==> config.mk <==
export PLATFORM = sky130hd
export DESIGN_NAME = ex_alu_core
export DESIGN_NICKNAME = d
export VERILOG_FILES = /design/src/rtl/ex_alu_core_pkg.sv /design/src/rtl/ex_alu_core_cc_eval.sv /design/src/rtl/ex_alu_core.sv
export SDC_FILE = /design/constraint.sdc
export NUM_CORES = 1
export LEC_CHECK = 0
export ABC_AREA = 1
export BUFFER_PORTS_ARGS = -buffer_cell sky130_fd_sc_hd__buf_2
export CAP_MARGIN = 20
export CORE_AREA = 2 2 275 277
export CTS_CLUSTER_DIAMETER = 120
export DETAILED_ROUTE_END_ITERATION = 10
export DIE_AREA = 0 0 277 279
export PLACE_DENSITY = 0.4
export SYNTH_ARGS = -nofsm -noshare
export SYNTH_HDL_FRONTEND = slang
export SYNTH_HIERARCHICAL = 1
export SYNTH_SLANG_ARGS = --single-unit
==> constraint.sdc <==
create_clock -name iw_clk -period 5.5 [get_ports iw_clk]
set_input_delay 1.65 -clock iw_clk [delete_from_list [all_inputs] [get_ports iw_clk]]
set_output_delay 1.65 -clock iw_clk [all_outputs]
set_load 0.02 [all_outputs]
==> src/rtl/ex_alu_core_pkg.sv <==
// Shared widths, opcodes, condition codes and flag layout for the amber EX stage.
package ex_alu_core_pkg;

  localparam int HBIT_DATA   = 23;
  localparam int HBIT_ADDR   = 47;
  localparam int HBIT_OPC    = 7;
  localparam int HBIT_CC     = 3;
  localparam int HBIT_TGT_GP = 3;
  localparam int HBIT_TGT_AR = 1;
  localparam int HBIT_TGT_SR = 1;
  localparam int HBIT_SRC_GP = 3;
  localparam int HBIT_SRC_AR = 1;
  localparam int HBIT_SRC_SR = 1;
  localparam int HBIT_IMM14  = 13;
  localparam int HBIT_IMM12  = 11;
  localparam int HBIT_IMM10  = 9;
  localparam int HBIT_IMM16  = 15;
  localparam int HBIT_FLAGS  = 3;

  localparam logic [HBIT_OPC:0] OPC_ADDsr = 8'h10;
  localparam logic [HBIT_OPC:0] OPC_ADDsi = 8'h11;
  localparam logic [HBIT_OPC:0] OPC_SUBsr = 8'h12;
  localparam logic [HBIT_OPC:0] OPC_SUBsi = 8'h13;
  localparam logic [HBIT_OPC:0] OPC_NEGsr = 8'h14;
  localparam logic [HBIT_OPC:0] OPC_SHRsr = 8'h15;
  localparam logic [HBIT_OPC:0] OPC_SHRsi = 8'h16;
  localparam logic [HBIT_OPC:0] OPC_CMPsr = 8'h17;
  localparam logic [HBIT_OPC:0] OPC_CMPsi = 8'h18;
  localparam logic [HBIT_OPC:0] OPC_TSTsr = 8'h19;
  localparam logic [HBIT_OPC:0] OPC_MOVsi = 8'h1A;
  localparam logic [HBIT_OPC:0] OPC_MCCsi = 8'h1B;

  typedef enum logic [HBIT_CC:0] {
    CC_AL = 4'd0,
    CC_EQ = 4'd1,
    CC_NE = 4'd2,
    CC_LT = 4'd3,
    CC_GE = 4'd4,
    CC_GT = 4'd5,
    CC_LE = 4'd6,
    CC_BT = 4'd7,
    CC_AE = 4'd8
  } cc_e;

  localparam int FLAG_Z = 0;
  localparam int FLAG_N = 1;
  localparam int FLAG_C = 2;
  localparam int FLAG_V = 3;

  localparam logic [HBIT_TGT_SR:0] SR_FL = 2'd2;

  function automatic logic [HBIT_DATA:0] sext12(input logic [HBIT_IMM12:0] v);
    return {{(HBIT_DATA - HBIT_IMM12){v[HBIT_IMM12]}}, v};
  endfunction

endpackage

==> src/rtl/ex_alu_core_cc_eval.sv <==
// Condition-code evaluator: decides whether a conditional op fires on Z/N/C/V.
module ex_cc_eval
  import ex_alu_core_pkg::*;
(
  input  logic [HBIT_CC:0]    cc_i,
  input  logic [HBIT_FLAGS:0] flags_i,
  output logic                taken_o
);

  logic z, n, c, v, lt;

  assign z  = flags_i[FLAG_Z];
  assign n  = flags_i[FLAG_N];
  assign c  = flags_i[FLAG_C];
  assign v  = flags_i[FLAG_V];
  assign lt = n ^ v;

  always_comb begin
    taken_o = 1'b0;
    case (cc_i)
      CC_AL:   taken_o = 1'b1;
      CC_EQ:   taken_o = z;
      CC_NE:   taken_o = ~z;
      CC_LT:   taken_o = lt;
      CC_GE:   taken_o = ~lt;
      CC_GT:   taken_o = ~z & ~lt;
      CC_LE:   taken_o = z | lt;
      CC_BT:   taken_o = c;
      CC_AE:   taken_o = ~c;
      default: taken_o = 1'b0;
    endcase
  end

endmodule

==> src/rtl/ex_alu_core.sv <==
// Amber EX stage for the signed ALU group: computes GP and flag results and
// registers them with the pass-through control into the EX/MEM register.
module ex_alu_core
  import ex_alu_core_pkg::*;
(
  input  logic                   iw_clk,
  input  logic                   iw_rst,
  input  logic [HBIT_ADDR:0]     iw_pc,
  output logic [HBIT_ADDR:0]     ow_pc,
  input  logic [HBIT_DATA:0]     iw_instr,
  output logic [HBIT_DATA:0]     ow_instr,
  input  logic [HBIT_OPC:0]      iw_opc,
  output logic [HBIT_OPC:0]      ow_opc,
  input  logic                   iw_sgn_en,
  input  logic                   iw_imm_en,
  input  logic [HBIT_IMM14:0]    iw_imm14_val,
  input  logic [HBIT_IMM12:0]    iw_imm12_val,
  input  logic [HBIT_IMM10:0]    iw_imm10_val,
  input  logic [HBIT_IMM16:0]    iw_imm16_val,
  input  logic [HBIT_CC:0]       iw_cc,
  input  logic [HBIT_TGT_GP:0]   iw_tgt_gp,
  input  logic                   iw_tgt_gp_we,
  output logic [HBIT_TGT_GP:0]   ow_tgt_gp,
  output logic                   ow_tgt_gp_we,
  input  logic [HBIT_TGT_SR:0]   iw_tgt_sr,
  input  logic                   iw_tgt_sr_we,
  output logic [HBIT_TGT_SR:0]   ow_tgt_sr,
  output logic                   ow_tgt_sr_we,
  input  logic [HBIT_TGT_AR:0]   iw_tgt_ar,
  output logic [HBIT_TGT_AR:0]   ow_tgt_ar,
  output logic                   ow_tgt_ar_we,
  input  logic [HBIT_SRC_GP:0]   iw_src_gp,
  input  logic [HBIT_SRC_AR:0]   iw_src_ar,
  input  logic [HBIT_SRC_SR:0]   iw_src_sr,
  input  logic [HBIT_DATA:0]     iw_src_gp_val,
  input  logic [HBIT_DATA:0]     iw_tgt_gp_val,
  input  logic [HBIT_ADDR:0]     iw_src_ar_val,
  input  logic [HBIT_ADDR:0]     iw_tgt_ar_val,
  input  logic [HBIT_ADDR:0]     iw_src_sr_val,
  input  logic [HBIT_ADDR:0]     iw_tgt_sr_val,
  output logic [HBIT_ADDR:0]     ow_addr,
  output logic [HBIT_DATA:0]     ow_result,
  output logic [HBIT_ADDR:0]     ow_ar_result,
  output logic [HBIT_ADDR:0]     ow_sr_result,
  output logic                   ow_branch_taken,
  output logic [HBIT_ADDR:0]     ow_branch_pc,
  input  logic                   iw_flush,
  input  logic                   iw_stall
);

  logic [HBIT_DATA:0]   t_val, imm_sx, mcc_sx, opb;
  logic                 is_si, is_neg;
  logic [HBIT_DATA+1:0] add_sum, sub_diff;
  logic [HBIT_DATA:0]   sub_a, sub_b;
  logic                 add_v, sub_v;
  logic [4:0]           shr_amt;
  logic signed [HBIT_DATA+1:0] shr_ext;
  logic                 cc_taken;

  logic [HBIT_DATA:0]   alu_res;
  logic                 fl_c, fl_v, set_fl, wr_gp, known;
  logic [HBIT_FLAGS:0]  flags_new;

  logic [HBIT_ADDR:0]   pc_q, pc_d, sr_result_q, sr_result_d;
  logic [HBIT_DATA:0]   instr_q, instr_d, result_q, result_d;
  logic [HBIT_OPC:0]    opc_q, opc_d;
  logic [HBIT_TGT_GP:0] tgt_gp_q, tgt_gp_d;
  logic [HBIT_TGT_SR:0] tgt_sr_q, tgt_sr_d;
  logic [HBIT_TGT_AR:0] tgt_ar_q, tgt_ar_d;
  logic                 tgt_gp_we_q, tgt_gp_we_d, tgt_sr_we_q, tgt_sr_we_d;

  logic unused_inputs;
  assign unused_inputs = ^{iw_sgn_en, iw_imm_en, iw_imm14_val, iw_imm10_val,
                           iw_imm16_val, iw_src_gp, iw_src_ar, iw_src_sr,
                           iw_src_ar_val, iw_tgt_ar_val, iw_src_sr_val[HBIT_ADDR:4]};

  assign t_val  = iw_tgt_gp_val;
  assign imm_sx = sext12(iw_imm12_val);
  assign mcc_sx = {{(HBIT_DATA - 7){iw_instr[7]}}, iw_instr[7:0]};
  assign is_si  = (iw_opc == OPC_ADDsi) || (iw_opc == OPC_SUBsi) ||
                  (iw_opc == OPC_SHRsi) || (iw_opc == OPC_CMPsi);
  assign is_neg = (iw_opc == OPC_NEGsr);
  assign opb    = is_si ? imm_sx : iw_src_gp_val;

  // NEG reuses the subtractor as 0 - T; bit 24 of the difference is the borrow.
  assign sub_a    = is_neg ? '0 : t_val;
  assign sub_b    = is_neg ? t_val : opb;
  assign add_sum  = {1'b0, t_val} + {1'b0, opb};
  assign sub_diff = {1'b0, sub_a} - {1'b0, sub_b};
  assign add_v    = (t_val[HBIT_DATA] == opb[HBIT_DATA]) &&
                    (add_sum[HBIT_DATA] != t_val[HBIT_DATA]);
  assign sub_v    = (sub_a[HBIT_DATA] != sub_b[HBIT_DATA]) &&
                    (sub_diff[HBIT_DATA] != sub_a[HBIT_DATA]);

  // Shifting {T,0} leaves the last bit shifted out in bit 0; amounts >= 24 saturate to sign.
  assign shr_amt = opb[4:0];
  assign shr_ext = $signed({t_val, 1'b0}) >>> shr_amt;

  ex_cc_eval u_cc_eval (
    .cc_i    (iw_cc),
    .flags_i (iw_src_sr_val[HBIT_FLAGS:0]),
    .taken_o (cc_taken)
  );

  always_comb begin
    alu_res = '0;
    fl_c    = 1'b0;
    fl_v    = 1'b0;
    set_fl  = 1'b0;
    wr_gp   = 1'b0;
    known   = 1'b0;
    case (iw_opc)
      OPC_ADDsr, OPC_ADDsi: begin
        alu_res = add_sum[HBIT_DATA:0];
        fl_c    = add_sum[HBIT_DATA+1];
        fl_v    = add_v;
        set_fl  = 1'b1;
        wr_gp   = 1'b1;
        known   = 1'b1;
      end
      OPC_SUBsr, OPC_SUBsi, OPC_NEGsr, OPC_CMPsr, OPC_CMPsi: begin
        alu_res = sub_diff[HBIT_DATA:0];
        fl_c    = sub_diff[HBIT_DATA+1];
        fl_v    = sub_v;
        set_fl  = 1'b1;
        wr_gp   = (iw_opc != OPC_CMPsr) && (iw_opc != OPC_CMPsi);
        known   = 1'b1;
      end
      OPC_SHRsr, OPC_SHRsi: begin
        alu_res = shr_ext[HBIT_DATA+1:1];
        fl_c    = shr_ext[0];
        set_fl  = 1'b1;
        wr_gp   = 1'b1;
        known   = 1'b1;
      end
      OPC_TSTsr: begin
        alu_res = t_val;
        set_fl  = 1'b1;
        known   = 1'b1;
      end
      OPC_MOVsi: begin
        alu_res = imm_sx;
        wr_gp   = 1'b1;
        known   = 1'b1;
      end
      OPC_MCCsi: begin
        alu_res = mcc_sx;
        wr_gp   = cc_taken;
        known   = 1'b1;
      end
      default: ;
    endcase
  end

  always_comb begin
    flags_new         = '0;
    flags_new[FLAG_Z] = ~|alu_res;
    flags_new[FLAG_N] = alu_res[HBIT_DATA];
    flags_new[FLAG_C] = fl_c;
    flags_new[FLAG_V] = fl_v;

    pc_d        = iw_pc;
    instr_d     = iw_instr;
    opc_d       = iw_opc;
    tgt_gp_d    = iw_tgt_gp;
    tgt_ar_d    = iw_tgt_ar;
    result_d    = alu_res;
    tgt_gp_we_d = iw_tgt_gp_we & wr_gp;
    tgt_sr_d    = set_fl ? SR_FL : iw_tgt_sr;
    tgt_sr_we_d = set_fl | (known & iw_tgt_sr_we);
    sr_result_d = set_fl ? {iw_tgt_sr_val[HBIT_ADDR:HBIT_FLAGS+1], flags_new}
                         : iw_tgt_sr_val;
  end

  always_ff @(posedge iw_clk) begin
    if (!iw_rst || iw_flush) begin
      pc_q        <= '0;
      instr_q     <= '0;
      opc_q       <= '0;
      tgt_gp_q    <= '0;
      tgt_ar_q    <= '0;
      tgt_sr_q    <= '0;
      result_q    <= '0;
      sr_result_q <= '0;
      tgt_gp_we_q <= 1'b0;
      tgt_sr_we_q <= 1'b0;
    end else if (!iw_stall) begin
      pc_q        <= pc_d;
      instr_q     <= instr_d;
      opc_q       <= opc_d;
      tgt_gp_q    <= tgt_gp_d;
      tgt_ar_q    <= tgt_ar_d;
      tgt_sr_q    <= tgt_sr_d;
      result_q    <= result_d;
      sr_result_q <= sr_result_d;
      tgt_gp_we_q <= tgt_gp_we_d;
      tgt_sr_we_q <= tgt_sr_we_d;
    end
  end

  assign ow_pc           = pc_q;
  assign ow_instr        = instr_q;
  assign ow_opc          = opc_q;
  assign ow_tgt_gp       = tgt_gp_q;
  assign ow_tgt_gp_we    = tgt_gp_we_q;
  assign ow_tgt_sr       = tgt_sr_q;
  assign ow_tgt_sr_we    = tgt_sr_we_q;
  assign ow_tgt_ar       = tgt_ar_q;
  assign ow_result       = result_q;
  assign ow_sr_result    = sr_result_q;
  // AR writes and branches belong to other execute groups.
  assign ow_tgt_ar_we    = 1'b0;
  assign ow_ar_result    = '0;
  assign ow_addr         = '0;
  assign ow_branch_taken = 1'b0;
  assign ow_branch_pc    = '0;

endmodule

==> out/metrics.csv <==
metric,value,unit
grt_usage,0.150,
critPathLaunchType,input pin,
synth_top_family_by_area,simple AND/OR/NAND/NOR gates,
post-synth-top-count-cell,nand2_1,
min_period_over_period,0.961,
critical_path_required,5880,ps
final_net_count,2995,
status,completed,
die_y,279,um
finalWeightedCongestion,0.897,
synthMuxAreaShare,0,
wirelength,60.4,mm
powerDensity,211,nW/um^2
postRouteAntennaNets,0,
hold_class,reg -> reg,
ys_seq_elements,162,
path_class,in -> reg,
fin_util,0.231,
io_pins,708,
hpwl,49.1,mm
cts_max_level,4,
cts_buffer_depth,2,
timing.slew.headroom,0.423,
crit_path_top_delay_cell,or2_2,
die_w,277,um
synth_area_leaders,"dfxtp_1 26%, nand2_1 18%, a21oi_1 9.2%",
drc,0,
rows,100,
finalSetupViolations,0,
overflow,0,
cpMostUsedCell,nand2_1,
dieArea,77300,um^2
coreArea,74100,um^2
synth_top_area_cell,dfxtp_1,
synth_compound_area_frac,0.184,
leakage,8.89,nW
drive_gt1_frac,0.281,
antenna_found_initial,8,
fmax,0.189,GHz
vias,14297,
clock_skew,0,ps
initial_utilization,0.168,
tns,0,ps
synth_xor_area_frac,0.00774,
viasPerCell,4.05,
ys_seq_area_frac,0.261,
cts_sinks,162,
synthTopCellsByCount,"592 x nand2_1, 229 x a21oi_1, 187 x nand3_1",
drt_pass1_iterations,5,
grt_max_degree,113,
period_needed,5280,ps
syn_to_final_growth,37.3,%
cap_violations,0,
synth_edf_count,0,
syn_avg_cell_area,6.22,um^2
numCtsBuffers,17,
synth-main-ff-cell,dfxtp_1,
synth_fa_ha_area_frac,0.0515,
syn_inst,2000,
arrival,5670,ps
wire_per_inst,17.1,um
clk_latency,440,ps
cts_root_buffer,clkbuf_16,
cts_tree,yes,
cp_max_fo,9,
timing_hold_violations_final,0,
grt_pass1_vias,13348,
synth-simple-area-share,0.326,
synth_top_area_frac,0.261,
path_clk_slew,80,ps
worst_slew_pin_slew,866,ps
ys_async_sr_fraction,0,
slew_violations,0,
critPathMaxStageDelay,300,ps
grt_first_pass_wirelength,87.1,mm
io_buffers,371,
peakVddDrop,0.152,mV
ys_types,51,
ys_warn_count,6,
synth.cell_area,12400,um^2
drtIter0Drc,928,
end_kind,flop,
-- flip-flops by register name (all words and copies together), names as in the netlist --
register      count
ow_pc            48
ow_tgt_sr         2
ow_tgt_gp_we      1
ow_opc            8
ow_result        24
ow_tgt_ar         2
ow_tgt_sr_we      1
ow_tgt_gp         4
ow_instr         24
ow_sr_result     48
-- area by class of cell --
cell class	instances	area (um^2)
antenna	1	2.50
clock inverter	15	160
timing repair buffer	618	3770
multi-input combinational	1595	7700
inverter	151	577
sequential	162	3240
fill	8616	57000
tap	969	1210
clock buffer	17	425
-- repair_timing --
item	in CTS	in global routing
setup buffers	0	4
pin swaps	0	4
endpoints found under the hold margin	0	0
hold buffers	0	0
endpoints found under the setup margin	1	6
gates resized for setup	3	22
-- stage by stage --
stage / hold WS (ps) / instances / instance area, um^2 / total power, W / setup WS, ps
after floorplan: 535 / 2145 / 13000 / 0.00198 / 521
after global placement: 448 / 3491 / 16400 / 0.00242 / -479
after detailed placement: 448 / 3491 / 16400 / 0.00241 / -534
after CTS: 458 / 3523 / 17000 / 0.00367 / 2.70
after global routing: 477 / 3528 / 17100 / 0.00383 / -20.5
final: 457 / 3528 / 17100 / 0.00361 / 216
-- worst paths after layout --
path                            to             start  slack (ps)  cells past startpoint
setup / recovery   ow_sr_result[0]         iw_opc[4]         220                     31
hold / removal    ow_sr_result[33]  ow_sr_result[33]         460                      2
setup reg to reg     ow_result[14]     ow_result[14]        4770                      4
hold reg to reg   ow_sr_result[33]  ow_sr_result[33]         460                      2
-- critical path: cells and delay by family --
kind	cells	cell delay (ps)
AO/OA/AOI/OAI	4	600
adder cells (fa/ha/maj)	1	290
buffers and inverters	6	890
AND/OR/NAND/NOR	20	2230
-- report_power, final --
group / switching [W] / total (W) / internal, W
registers: 0.0000176 / 0.00123 / 0.00121
logic: 0.000735 / 0.00117 / 0.000436
clock network: 0.000606 / 0.00121 / 0.000607
total: 0.00136 / 0.00361 / 0.00225
-- cell families (layout without fill, tap and decap cells) --
group / count (synthesis) / after routing
compound gates: 417 / 417
xor+xnor: 11 / 11
fa+ha+maj: 50 / 50
buf+inv: 388 / 801
flops: 162 / 162
other cells: 1 / 147
simple gates: 971 / 971
-- layout by cell type (no fill, tap or decap), types with 5 or more instances in the layout --
| cell type | count |
|---|---|
| nand2_1 | 592 |
| buf_2 | 370 |
| buf_4 | 242 |
| a21oi_1 | 222 |
| nand3_1 | 184 |
| dfxtp_1 | 162 |
| conb_1 | 146 |
| inv_1 | 137 |
| nor2_1 | 134 |
| o21ai_0 | 121 |
| ha_1 | 48 |
| clkbuf_16 | 17 |
| o211ai_1 | 14 |
| nor3_1 | 12 |
| inv_2 | 10 |
| nand2_2 | 9 |
| xor2_1 | 9 |
| or2_2 | 9 |
| o21ai_1 | 7 |
| a21o_1 | 7 |
| a21oi_2 | 7 |
| a221oi_1 | 7 |
| nand3_2 | 6 |
| nand2_4 | 5 |
-- per-layer routing --
metal | share of wire | vias up | track usage
met2 | 0.46 | 425 | 0.242
met4 | 0.015 | 10 | 0.0329
met1 | 0.46 | 6464 | 0.202
met3 | 0.060 | 49 | 0.0340
li1 | - | 7349 | -
met5 | 0.0011 | - | 0
Power figures use the tool's default switching activity.
